===== config.mk =====
export PLATFORM = sky130hd
export DESIGN_NAME = lb_arb
export DESIGN_NICKNAME = d
export VERILOG_FILES = /design/src/rtl/lb_pkg.sv /design/src/rtl/lb_req_hold.sv /design/src/rtl/lb_arb.sv
export SDC_FILE = /design/constraint.sdc
export NUM_CORES = 1
export LEC_CHECK = 0
export ABC_CLOCK_PERIOD_IN_PS = 2500
export CORE_ASPECT_RATIO = 0.8
export CORE_UTILIZATION = 47
export CTS_CLUSTER_SIZE = 40
export DETAILED_ROUTE_END_ITERATION = 6
export PLACE_DENSITY_LB_ADDON = 0.08
export SLEW_MARGIN = 5
export SYNTH_ARGS = -nofsm -noshare
export SYNTH_HDL_FRONTEND = slang
export SYNTH_SLANG_ARGS = --single-unit

===== constraint.sdc =====
create_clock -name clk_lb -period 2.5 [get_ports clk_lb]
set_input_delay 0.375 -clock clk_lb [delete_from_list [all_inputs] [get_ports clk_lb]]
set_output_delay 0.375 -clock clk_lb [all_outputs]
set_load 0.03 [all_outputs]

===== src/rtl/lb_pkg.sv =====
// Shared definitions for the two-master local-bus arbiter.
package lb_pkg;

   localparam int unsigned LB_AW = 32;
   localparam int unsigned LB_DW = 32;

   // Read data handed back when a read is abandoned.
   localparam logic [LB_DW-1:0] TO_DATA_DEF = 32'hDEADBEEF;

   // Arbiter FSM encoding.
   localparam logic [1:0] StIdle   = 2'd0;
   localparam logic [1:0] StIssue  = 2'd1;
   localparam logic [1:0] StWaitRd = 2'd2;
   localparam logic [1:0] StDone   = 2'd3;

   // One captured master command.
   typedef struct packed {
      logic             wr;
      logic [LB_AW-1:0] addr;
      logic [LB_DW-1:0] wr_d;
   } lb_cmd_t;

   // Round-robin pick between two masters; prio names the winner when both are pending.
   function automatic logic rr_pick(input logic pend0, input logic pend1, input logic prio);
      return (pend0 && pend1) ? prio : pend1;
   endfunction

endpackage


===== src/rtl/lb_req_hold.sv =====
// Per-master holding register: captures one command and keeps it pending until the
// arbiter retires it. Strobes arriving while pending are dropped.
module lb_req_hold
   import lb_pkg::*;
(
   input  logic             clk_lb,
   input  logic             reset,
   input  logic             req,
   input  logic             wr,
   input  logic [LB_AW-1:0] addr,
   input  logic [LB_DW-1:0] wr_d,
   input  logic             clr,
   output logic             pending,
   output logic             cmd_wr,
   output logic [LB_AW-1:0] cmd_addr,
   output logic [LB_DW-1:0] cmd_wr_d
);

   logic    pend_q;
   lb_cmd_t cmd_q;

   // Accept a strobe only while idle; the arbiter's clear retires the command.
   always_ff @(posedge clk_lb) begin
      if (reset) begin
         pend_q <= 1'b0;
         cmd_q  <= '0;
      end else if (!pend_q) begin
         if (req) begin
            pend_q <= 1'b1;
            cmd_q  <= '{wr: wr, addr: addr, wr_d: wr_d};
         end
      end else if (clr) begin
         pend_q <= 1'b0;
      end
   end

   assign pending  = pend_q;
   assign cmd_wr   = cmd_q.wr;
   assign cmd_addr = cmd_q.addr;
   assign cmd_wr_d = cmd_q.wr_d;

endmodule


===== src/rtl/lb_arb.sv =====
// Two-master local-bus arbiter. Round-robin grant, one bus transaction at a time,
// read timeout with substitute data. Every output comes straight from a flop.
module lb_arb
   import lb_pkg::*;
#(
   parameter int unsigned      TIMEOUT_CYC = 255,
   parameter logic [LB_DW-1:0] TO_DATA     = TO_DATA_DEF
) (
   input  logic             clk_lb,
   input  logic             reset,

   input  logic             m0_req,
   input  logic             m0_wr,
   input  logic [LB_AW-1:0] m0_addr,
   input  logic [LB_DW-1:0] m0_wr_d,
   output logic             m0_busy,
   output logic             m0_ack,
   output logic [LB_DW-1:0] m0_rd_d,

   input  logic             m1_req,
   input  logic             m1_wr,
   input  logic [LB_AW-1:0] m1_addr,
   input  logic [LB_DW-1:0] m1_wr_d,
   output logic             m1_busy,
   output logic             m1_ack,
   output logic [LB_DW-1:0] m1_rd_d,

   output logic             lb_wr,
   output logic             lb_rd,
   output logic [LB_AW-1:0] lb_addr,
   output logic [LB_DW-1:0] lb_wr_d,
   input  logic [LB_DW-1:0] lb_rd_d,
   input  logic             lb_rd_rdy,
   output logic             lb_timeout
);

   // Last counter value in WAIT_RD before the read is abandoned.
   localparam logic [15:0] TO_LAST = 16'(TIMEOUT_CYC - 1);

   // Holding registers
   logic             pend0, pend1;
   logic             h0_wr, h1_wr;
   logic [LB_AW-1:0] h0_addr, h1_addr;
   logic [LB_DW-1:0] h0_wr_d, h1_wr_d;
   logic             clr0, clr1;
   lb_cmd_t          cmd0, cmd1;

   // FSM and datapath state
   logic [1:0]       state_q, state_d;
   logic             gnt_q, gnt_d;
   logic             prio_q, prio_d;
   logic             is_wr_q, is_wr_d;
   logic [15:0]      cnt_q, cnt_d;
   logic [LB_AW-1:0] lb_addr_q, lb_addr_d;
   logic [LB_DW-1:0] lb_wr_d_q, lb_wr_d_d;
   logic             wr_stb_q, wr_stb_d;
   logic             rd_stb_q, rd_stb_d;
   logic             timeout_q, timeout_d;
   logic [1:0]       ack_q, ack_d;
   logic [LB_DW-1:0] m0_rd_d_q, m0_rd_d_d;
   logic [LB_DW-1:0] m1_rd_d_q, m1_rd_d_d;

   logic             grant;
   lb_cmd_t          sel;
   logic [LB_DW-1:0] rd_val;

   // The granted master's command is retired in DONE, alongside its ack pulse.
   assign clr0 = (state_q == StDone) && !gnt_q;
   assign clr1 = (state_q == StDone) &&  gnt_q;

   lb_req_hold u_hold0 (
      .clk_lb   (clk_lb),
      .reset    (reset),
      .req      (m0_req),
      .wr       (m0_wr),
      .addr     (m0_addr),
      .wr_d     (m0_wr_d),
      .clr      (clr0),
      .pending  (pend0),
      .cmd_wr   (h0_wr),
      .cmd_addr (h0_addr),
      .cmd_wr_d (h0_wr_d)
   );

   lb_req_hold u_hold1 (
      .clk_lb   (clk_lb),
      .reset    (reset),
      .req      (m1_req),
      .wr       (m1_wr),
      .addr     (m1_addr),
      .wr_d     (m1_wr_d),
      .clr      (clr1),
      .pending  (pend1),
      .cmd_wr   (h1_wr),
      .cmd_addr (h1_addr),
      .cmd_wr_d (h1_wr_d)
   );

   assign cmd0 = '{wr: h0_wr, addr: h0_addr, wr_d: h0_wr_d};
   assign cmd1 = '{wr: h1_wr, addr: h1_addr, wr_d: h1_wr_d};

   // Next-state logic: strobes, acks and read data are computed one cycle early so that
   // they leave the block straight from flops.
   always_comb begin
      state_d   = state_q;
      gnt_d     = gnt_q;
      prio_d    = prio_q;
      is_wr_d   = is_wr_q;
      cnt_d     = cnt_q;
      lb_addr_d = lb_addr_q;
      lb_wr_d_d = lb_wr_d_q;
      wr_stb_d  = 1'b0;
      rd_stb_d  = 1'b0;
      timeout_d = 1'b0;
      ack_d     = 2'b00;
      rd_val    = '0;
      grant     = rr_pick(pend0, pend1, prio_q);
      sel       = grant ? cmd1 : cmd0;

      case (state_q)
         StIdle: begin
            if (pend0 || pend1) begin
               gnt_d     = grant;
               prio_d    = ~grant;
               is_wr_d   = sel.wr;
               lb_addr_d = sel.addr;
               lb_wr_d_d = sel.wr_d;
               wr_stb_d  = sel.wr;
               rd_stb_d  = ~sel.wr;
               state_d   = StIssue;
            end
         end
         StIssue: begin
            if (is_wr_q) begin
               ack_d[gnt_q] = 1'b1;
               state_d      = StDone;
            end else begin
               cnt_d   = '0;
               state_d = StWaitRd;
            end
         end
         StWaitRd: begin
            // Data arriving on the last allowed cycle still wins over the timeout.
            if (lb_rd_rdy) begin
               ack_d[gnt_q] = 1'b1;
               rd_val       = lb_rd_d;
               state_d      = StDone;
            end else if (cnt_q == TO_LAST) begin
               ack_d[gnt_q] = 1'b1;
               rd_val       = TO_DATA;
               timeout_d    = 1'b1;
               state_d      = StDone;
            end else begin
               cnt_d = cnt_q + 16'd1;
            end
         end
         StDone: begin
            state_d = StIdle;
         end
         default: begin
            state_d = StIdle;
         end
      endcase

      m0_rd_d_d = ack_d[0] ? rd_val : '0;
      m1_rd_d_d = ack_d[1] ? rd_val : '0;
   end

   // State and output registers; reset aborts any transaction in flight.
   always_ff @(posedge clk_lb) begin
      if (reset) begin
         state_q   <= StIdle;
         gnt_q     <= 1'b0;
         prio_q    <= 1'b0;
         is_wr_q   <= 1'b0;
         cnt_q     <= '0;
         lb_addr_q <= '0;
         lb_wr_d_q <= '0;
         wr_stb_q  <= 1'b0;
         rd_stb_q  <= 1'b0;
         timeout_q <= 1'b0;
         ack_q     <= 2'b00;
         m0_rd_d_q <= '0;
         m1_rd_d_q <= '0;
      end else begin
         state_q   <= state_d;
         gnt_q     <= gnt_d;
         prio_q    <= prio_d;
         is_wr_q   <= is_wr_d;
         cnt_q     <= cnt_d;
         lb_addr_q <= lb_addr_d;
         lb_wr_d_q <= lb_wr_d_d;
         wr_stb_q  <= wr_stb_d;
         rd_stb_q  <= rd_stb_d;
         timeout_q <= timeout_d;
         ack_q     <= ack_d;
         m0_rd_d_q <= m0_rd_d_d;
         m1_rd_d_q <= m1_rd_d_d;
      end
   end

   assign m0_busy    = pend0;
   assign m1_busy    = pend1;
   assign m0_ack     = ack_q[0];
   assign m1_ack     = ack_q[1];
   assign m0_rd_d    = m0_rd_d_q;
   assign m1_rd_d    = m1_rd_d_q;
   assign lb_wr      = wr_stb_q;
   assign lb_rd      = rd_stb_q;
   assign lb_addr    = lb_addr_q;
   assign lb_wr_d    = lb_wr_d_q;
   assign lb_timeout = timeout_q;

endmodule


**Yosys cells after proc, flatten, opt, wreduce, memory -nomap -nowiden**

Index checks and enable logic that the tools add are counted.

- Bits in registers: 286
- Bits of input ports: 167
- Output and inout port bits: 135
- Word-level logic and storage cells: 86

- $add $sub $neg: 1
- Magnitude comparators: 2
- Equal/unequal tests: 9
- Multiplexer cells: 27
- Bitwise logic cells: 9
- Reduce and logical (&&, ||, !) cells: 17

Operator list:

| kind | number |
|---|---|
| 32-bit 2-to-1 mux | 3 |
| 65-bit 2-to-1 mux | 1 |
| 16-bit 2-to-1 mux | 3 |
| 16-bit case mux with 2 select lines | 1 |
| 16-bit by 1-bit adder with 16-bit output, second input constant | 1 |
| 16-bit by 8-bit equality test with 1-bit output, second input constant | 1 |
| 2-bit 2-to-1 mux | 6 |
| 1-bit 2-to-1 mux | 10 |
| 1-bit NOT | 9 |
| 2-bit != test, second input constant | 4 |
| 2-bit case mux with 4 select lines | 1 |
| 2-bit AND reduction | 4 |
| 3-bit OR reduction | 2 |
| 2-bit equality test, second input constant | 2 |
| 1-bit logical AND | 4 |
| 2-bit case mux with 2 select lines | 1 |
| 4-bit AND reduction | 1 |
| 2-bit OR reduction | 2 |
| 3-bit != test, second input constant | 1 |
| 2-bit by 1-bit equality test with 1-bit output, second input constant | 1 |
| 2-bit zero test | 1 |
| 1-bit by 2-bit less-than comparator with 1-bit output, second input constant | 1 |
| 2-bit nonzero test | 1 |
| 1-bit demux with 1-bit select | 1 |
| other kinds (3) | 3 |

**Depth between registers and ports, before layout**

Gate-level depths: netlist (run 1).

- Depth after elaboration: 9
- Mapped depth: 8
- Gate-level depth less buffers: 6

**Modules after synthesis**

A second synthesis (run 1) with hierarchy kept.

- Cell total of the unflattened synthesis: 1142
- Area total of the unflattened synthesis: 11474.8 um^2

By module, submodules not included:

| module | instances | cells each | area each (um^2) | seq. area each (um^2) |
|---|---|---|---|---|
| lb_req_hold | 2 | 299 | 2997.9 | 1321.3 |
| lb_arb | 1 | 544 | 5479.0 | 3083.0 |

**Least setup slack after synthesis (run 1)**

Ideal clock, no wire load.

- Path kind: reg-to-reg
- Start: register state_q[0]
- End: register cnt_q[5]
- Setup time: 70 ps
- Arrival: 1818 ps
- Required time: 2430 ps
- Slack: 611 ps
- Stages on the path, launching flop included: 8
- Path buffers: 1
- Period minus slack after synthesis: 1889 ps
- Cells stage by stage: dfxtp_1 > inv_1 > ha_1 > a22oi_2 > nand4_1 > buf_2 > or4_1 > a21oi_1

- Word-level cells in the longest chain between the ends: 3
- Elaborated cells between the ends (all ways): 8
- Classes of those cells: eq/ne: 5; mux: 1; reduce/logical: 2

RTL lines:

| item | line | source |
|---|---|---|
| start: declaration | lb_arb.sv:49 | `logic [1:0] state_q, state_d;` |
| start signal: assignment | lb_arb.sv:172 | `state_q <= StIdle;` |
| start signal: assignment | lb_arb.sv:186 | `state_q <= state_d;` |
| 2-bit equality test or 2-bit by 1-bit equality test with 1-bit output (tied branches) | lb_arb.sv:120 | `case (state_q)` |
| 2-bit != test (no source line) or 2-bit nonzero test (tied branches) | - |  |
| 4-bit AND reduction (no source line) | - |  |
| end signal: assignment | lb_arb.sv:190 | `cnt_q <= cnt_d;` |
| end: declaration | lb_arb.sv:53 | `logic [15:0] cnt_q, cnt_d;` |

Parallel ways exist; a longest one is shown, timed or not.
A chain may end at the register's enable or synchronous reset.

**Worst setup path after layout (run 1)**

- Start: register u_hold1.pend_q (netlist: u_hold1.pending)
- End: output port m1_busy

RTL lines:

| item | line | source |
|---|---|---|
| start: declaration | lb_req_hold.sv:19 | `logic pend_q;` |
| start signal: assignment | lb_req_hold.sv:25 | `pend_q <= 1'b0;` |
| start signal: assignment | lb_req_hold.sv:29 | `pend_q <= 1'b1;` |
| start signal: assignment | lb_req_hold.sv:33 | `pend_q <= 1'b0;` |
| end: declaration | lb_arb.sv:24 | `output logic m1_busy,` |

No word-level cell between the ends.

==> results of run 1 <==
[logic make-up (layout without fill, tap and decap cells)]
group | after synthesis | count (layout)
DFF | 286 | 286
AOI/OAI and AO/OA | 269 | 269
muxes | 1 | 1
adders and majority gates | 7 | 7
buffers and inverters | 99 | 381
and+or+nand+nor | 473 | 473
[synth_stat cells (4+ instances only)]
master	count	area share, %
a222oi_1	64	6.5
nand4_1	7	0.44
buf_2	9	0.45
or4_1	9	0.68
nand2_1	279	11
ha_1	7	0.88
and4_1	4	0.35
buf_1	10	0.38
clkbuf_1	68	2.6
dfxtp_1	286	58
nand3_1	8	0.40
nand2b_1	4	0.25
nor2_1	135	5.1
inv_1	9	0.34
o21ai_0	30	1.5
and3_1	4	0.25
a21oi_1	149	7.5
o31ai_1	9	0.68
[per-layer routing]
layer  vias up  track usage, %  routed length [um]
li1       4450               -                   -
met1      4298           35.14               12630
met2       382           41.33               13170
met3        50           4.624                2203
met5         -               0                   0
met4         0           6.524                 635
[sequential cells by signal, indices dropped and copies added, names as in the netlist, 2 cells and up]
signal	cells
ack_q	2
cnt_q	16
lb_addr	32
lb_wr_d	32
m0_rd_d	32
m1_rd_d	32
state_q	2
u_hold0.cmd_addr	32
u_hold0.cmd_wr_d	32
u_hold1.cmd_addr	32
u_hold1.cmd_wr_d	32
[layout make-up]
| class | instances | area (um2) |
|---|---|---|
| Sequential cell | 286 | 5727 |
| Clock buffer | 37 | 783.3 |
| Tap cell | 269 | 336.6 |
| Inverter | 10 | 37.54 |
| Fill cell | 1684 | 6608 |
| Timing Repair Buffer | 322 | 3222 |
| Multi-Input combinational cell | 750 | 3844 |
| Clock inverter | 12 | 142.6 |
[cell usage in the layout, fill, tap and decap left out, types with 2 or more instances in the layout]
cell / n
clkdlybuf4s50_1: 300
dfxtp_1: 285
nand2_1: 279
a21oi_1: 148
nor2_1: 135
a222oi_1: 64
o21ai_0: 30
clkbuf_16: 27
buf_4: 17
inv_1: 9
o31ai_1: 9
or4_1: 9
nand3_1: 8
nand4_1: 7
ha_1: 7
clkbuf_8: 7
clkinv_2: 6
and4_1: 4
buf_12: 4
and3_1: 3
a211oi_1: 3
or3_1: 3
nor3_1: 3
bufinv_16: 3
clkinvlp_4: 3
clkbuf_1: 3
nand2b_1: 2
nor3b_1: 2
or2_2: 2
a21o_1: 2
o22ai_1: 2
nor2b_4: 2
nand2b_2: 2
nor4_1: 2
o21a_1: 2
a31oi_1: 2
[power breakdown]
part	total [mW]	leakage [nW]	internal [mW]	switching, mW
logic	1.97	2.29	0.783	1.19
clock network	4.22	0.453	2.50	1.72
registers	4.99	2.33	4.82	0.168
[worst reg2reg max path, delay by kind of cell, from the launching register on]
kind	cells	cell delay [ns]
buffers and inverters	1	0.12
AND/OR/NAND/NOR	2	0.93
adder cells (fa/ha/maj)	1	0.28
AO/OA/AOI/OAI	2	0.42
flip-flops	1	0.38
[per-stage QoR]
step	utilization, %	cells
floorplan	-	1135
global placement	63.60	1637
detailed placement	63.60	1637
CTS	68.07	1686
global route	68.08	1686
finish	68.08	1686
[worst max path at each step]
stage	to
floorplan	cnt_q[5]
global placement	cnt_q[8]
detailed placement	cnt_q[8]
CTS	m1_busy
global route	cnt_q[8]
finish	m1_busy
==> reports/qor.yml, run 1 <==
clkSinkCount: 286
row_count: 47
ios: 302
critPathKind: "register to output port"
r2r-start: "state_q[0]"
whs_endpoint: "state_q[1]"
ys_ff_latch: 286
synthAdderAreaFrac_pct: 0.8826
cts_tree: "built"
hold_depth: 4
critPathMaxStageDelay_ns: 0.77
p_leak_nw: 5.072
skew_ns: 0.01263
via_per_inst: 5.445
ff2ff_path_depth: 6
synth.mux.area_fraction_pct: 0.1009
syn_inst: 1135
clk_latency_ns: 0.53
cts_buffer_depth: 3
grt_pass1_wl_mm: 44.45
final_area_um2: 14090
firstDrtPassIters: 7
synth_area_um2: 9923
post-route-min-period_ns: 2.203
grt_pass1_vias: 8421
max_freq_mhz: 453.9
layout-drive-gt1-share_pct: 5.857
cts_hold_buf: 0
synth_xor_area_share_pct: 0
critPathSlowestCell: "clkdlybuf4s50_1"
powerDensity_nw_per_um2: 793.4
tightest_slew_ns: 0.8369
finalSetupTns_ns: 0
power_mw: 11.18
ant_nets: 0
cp.depth: 1
root_buffer: "clkbuf_16"
maxCapViolCount: 0
synth-async-reset-ratio_pct: 0
path_delay_family: "buffers and inverters"
hp-start: "reset"
cp_max_fo: 11
grt_start_max_net_pins: 130
drv_slew: 0
crit_chain: "clkdlybuf4s50_1"
crit_arrival_ns: 1.83
peakVddDrop_mv: 0.5031
hold_path_class: "input port to register"
place.gp.congestion: 0.8730
dpl_cell_area_um2: 13170
first_iter_violations: 913
hold_slack_ns: 0.2443
setup_viol: 0
crit_buf_inv: 1
dieHeight_um: 132.0
yosys.area_share.simple_pct: 19.85
antenna_found_initial: 1
syn_nets: 1309
rr_endpoint: "cnt_q[8]"
place_ws_ns: 0.2413
drt-total-wl_mm: 28.64
cts_setup_buffers: 0
status: "finished with violations"
crit_path_end_kind: "output port"
ys.flop_type: "dfxtp_1"
fin_crit_sh_pct: 88.13
synth_compound_area_share_pct: 17.46
drc: 1
grt_overflow: 0
core_area_um2: 20700
synth_top_family_by_area: "simple AND/OR/NAND/NOR gates"
cts-resized-gates: 0
rsz0062_at_grt: "no"
dr_total_vias: 9180
hpwl_mm: 18.47
cts.reportedPaths.clkPinSlew_ns: 0.07
cp-start-kind: "register"
area_growth_pct: 42.01
violations: "design-rule violations"
hold_viol_final: 0
dieArea_um2: 21700
synth_cell_types: 46
cp-startpoint: "u_hold1.pending"
wl_per_cell_um: 16.99
grtUsageTotal_pct: 25.55
regToRegSetupSlack_ns: 0.31
synth_warnings: 0
portBuffers: 301
antenna_cells: 0
cp.required_ns: 2.12
seq_area_frac_synth_pct: 57.70
final_nets: 1571
initial_core_util_pct: 47.94
cts_max_level: 1
fin_ws_ns: 0.2966
synth-edff-count: 0
syn_area_per_cell_um2: 8.743
relSlewSlack_pct: 44.21
die_w_um: 164.5
cts_inserted_buffers: 27
No activity file was read; power rests on OpenSTA's default activity.
==> run 2, diff against run 1 <==
Settings changed: CTS_BUF_LIST from default to sky130_fd_sc_hd__clkbuf_4 sky130_fd_sc_hd__clkbuf_8 sky130_fd_sc_hd__clkbuf_16.
==> run 2 against run 1 <==
The flow still finishes with violations (design-rule violations). Clock skew is 0.0035 ns lower. Final cell count stayed put. Clock power is 0.9% higher. Power is 0.34% higher. Critical path depth stayed put. Critical endpoint unchanged.
==> reports/qor.yml, run 2 (synthesis gave the netlist of run 1 again) <==
critPathKind: "register to output port"
fin_ws_ns: 0.2965
ant_nets: 0
ios: 302
dieArea_um2: 21700
cts_setup_buffers: 0
via_per_inst: 5.435
cts.reportedPaths.clkPinSlew_ns: 0.07
row_count: 47
first_iter_violations: 905
drv_slew: 0
cts_tree: "built"
root_buffer: "clkbuf_16"
final_area_um2: 14100
fin_crit_sh_pct: 88.14
dr_total_vias: 9164
grt_start_max_net_pins: 130
cts_max_level: 1
peakVddDrop_mv: 0.5068
clkSinkCount: 286
finalSetupTns_ns: 0
maxCapViolCount: 0
relSlewSlack_pct: 44.06
cts_inserted_buffers: 27
portBuffers: 301
dieHeight_um: 132.0
grtUsageTotal_pct: 25.52
hpwl_mm: 18.47
hold_path_class: "input port to register"
setup_viol: 0
post-route-min-period_ns: 2.203
die_w_um: 164.5
drt-total-wl_mm: 28.62
power_mw: 11.22
hold_viol_final: 0
clk_latency_ns: 0.53
dpl_cell_area_um2: 13170
final_cell_mix: "clkdlybuf4s50_1, dfxtp_1, nand2_1"
place.gp.congestion: 0.8730
crit_buf_inv: 1
antenna_found_initial: 1
fin_util_pct: 68.13
crit_chain: "clkdlybuf4s50_1"
status: "finished with violations"
initial_core_util_pct: 47.94
area_growth_pct: 42.13
cp-start-kind: "register"
tightest_slew_ns: 0.8391
grt_pass1_vias: 8418
grt_overflow: 0
final_nets: 1571
skew_ns: 0.009131
powerDensity_nw_per_um2: 795.5
rsz0062_at_grt: "no"
cts_hold_buf: 0
cp.required_ns: 2.12
cp_max_fo: 11
place_ws_ns: 0.2413
fin_cells: 1686
max_freq_mhz: 453.8
violations: "design-rule violations"
firstDrtPassIters: 7
mostFrequentLayoutCell: "clkdlybuf4s50_1"
p_leak_nw: 5.082
antenna_cells: 0
path_delay_family: "buffers and inverters"
dp.cells: 1637
critPathMaxStageDelay_ns: 0.77
core_area_um2: 20700
wl_per_cell_um: 16.98
critPathSlowestCell: "clkdlybuf4s50_1"
cts_buffer_depth: 3
grt_pass1_wl_mm: 44.39
fill_cells: 1679
layout-drive-gt1-share_pct: 6.069
hold_slack_ns: 0.2475
crit_path_end_kind: "output port"
drc: 4
crit_arrival_ns: 1.83
-- run 2: cell count changes in the layout (fill, tap and decap cells not counted) --
cell and change:
clkbuf_1 -3, clkbuf_4 +3
-- run 2: report_power, final --
group / total (mW) / switching (mW) / leakage, nW / internal [mW]
clock: 4.26 / 1.73 / 0.463 / 2.53
sequential: 4.99 / 0.168 / 2.33 / 4.82
combinational: 1.97 / 1.19 / 2.29 / 0.783
total: 11.2 / 3.08 / 5.08 / 8.14
-- run 2: worst paths after layout --
kind	start	slack (ns)	to	depth (start not counted)
max	u_hold1.pending	0.30	m1_busy	1
min	reset	0.25	state_q[1]	4
max reg2reg	state_q[1]	0.30	ack_q[0]	6
min reg2reg	u_hold1.cmd_addr[4]	0.45	u_hold1.cmd_addr[4]	2
-- run 2: cell type report --
type / count / area [um2] / share of cell area, %
clock buffer: 37 / 794.5 / 5.633
clock inverter: 12 / 142.6 / 1.011
inverter: 10 / 37.54 / 0.2661
multi-input combinational: 750 / 3844 / 27.25
sequential: 286 / 5727 / 40.61
tap: 269 / 336.6 / 2.386
timing repair buffer: 322 / 3222 / 22.84
-- run 2: what timing repair did --
item                                    4_1_cts  5_1_grt
endpoints found under the setup margin        0        1
gates resized for setup                       0        1
endpoints found under the hold margin         0        0
-- run 2: metal layers --
layer	wire length [um]	up-vias	share of wire, %	GRT usage [%]
met5	0	-	0	0
li1	-	4449	-	-
met2	13120	366	46	41.26
met1	12730	4299	44	35.08
met3	2128	50	7.4	4.624
met4	645	0	2.3	6.575
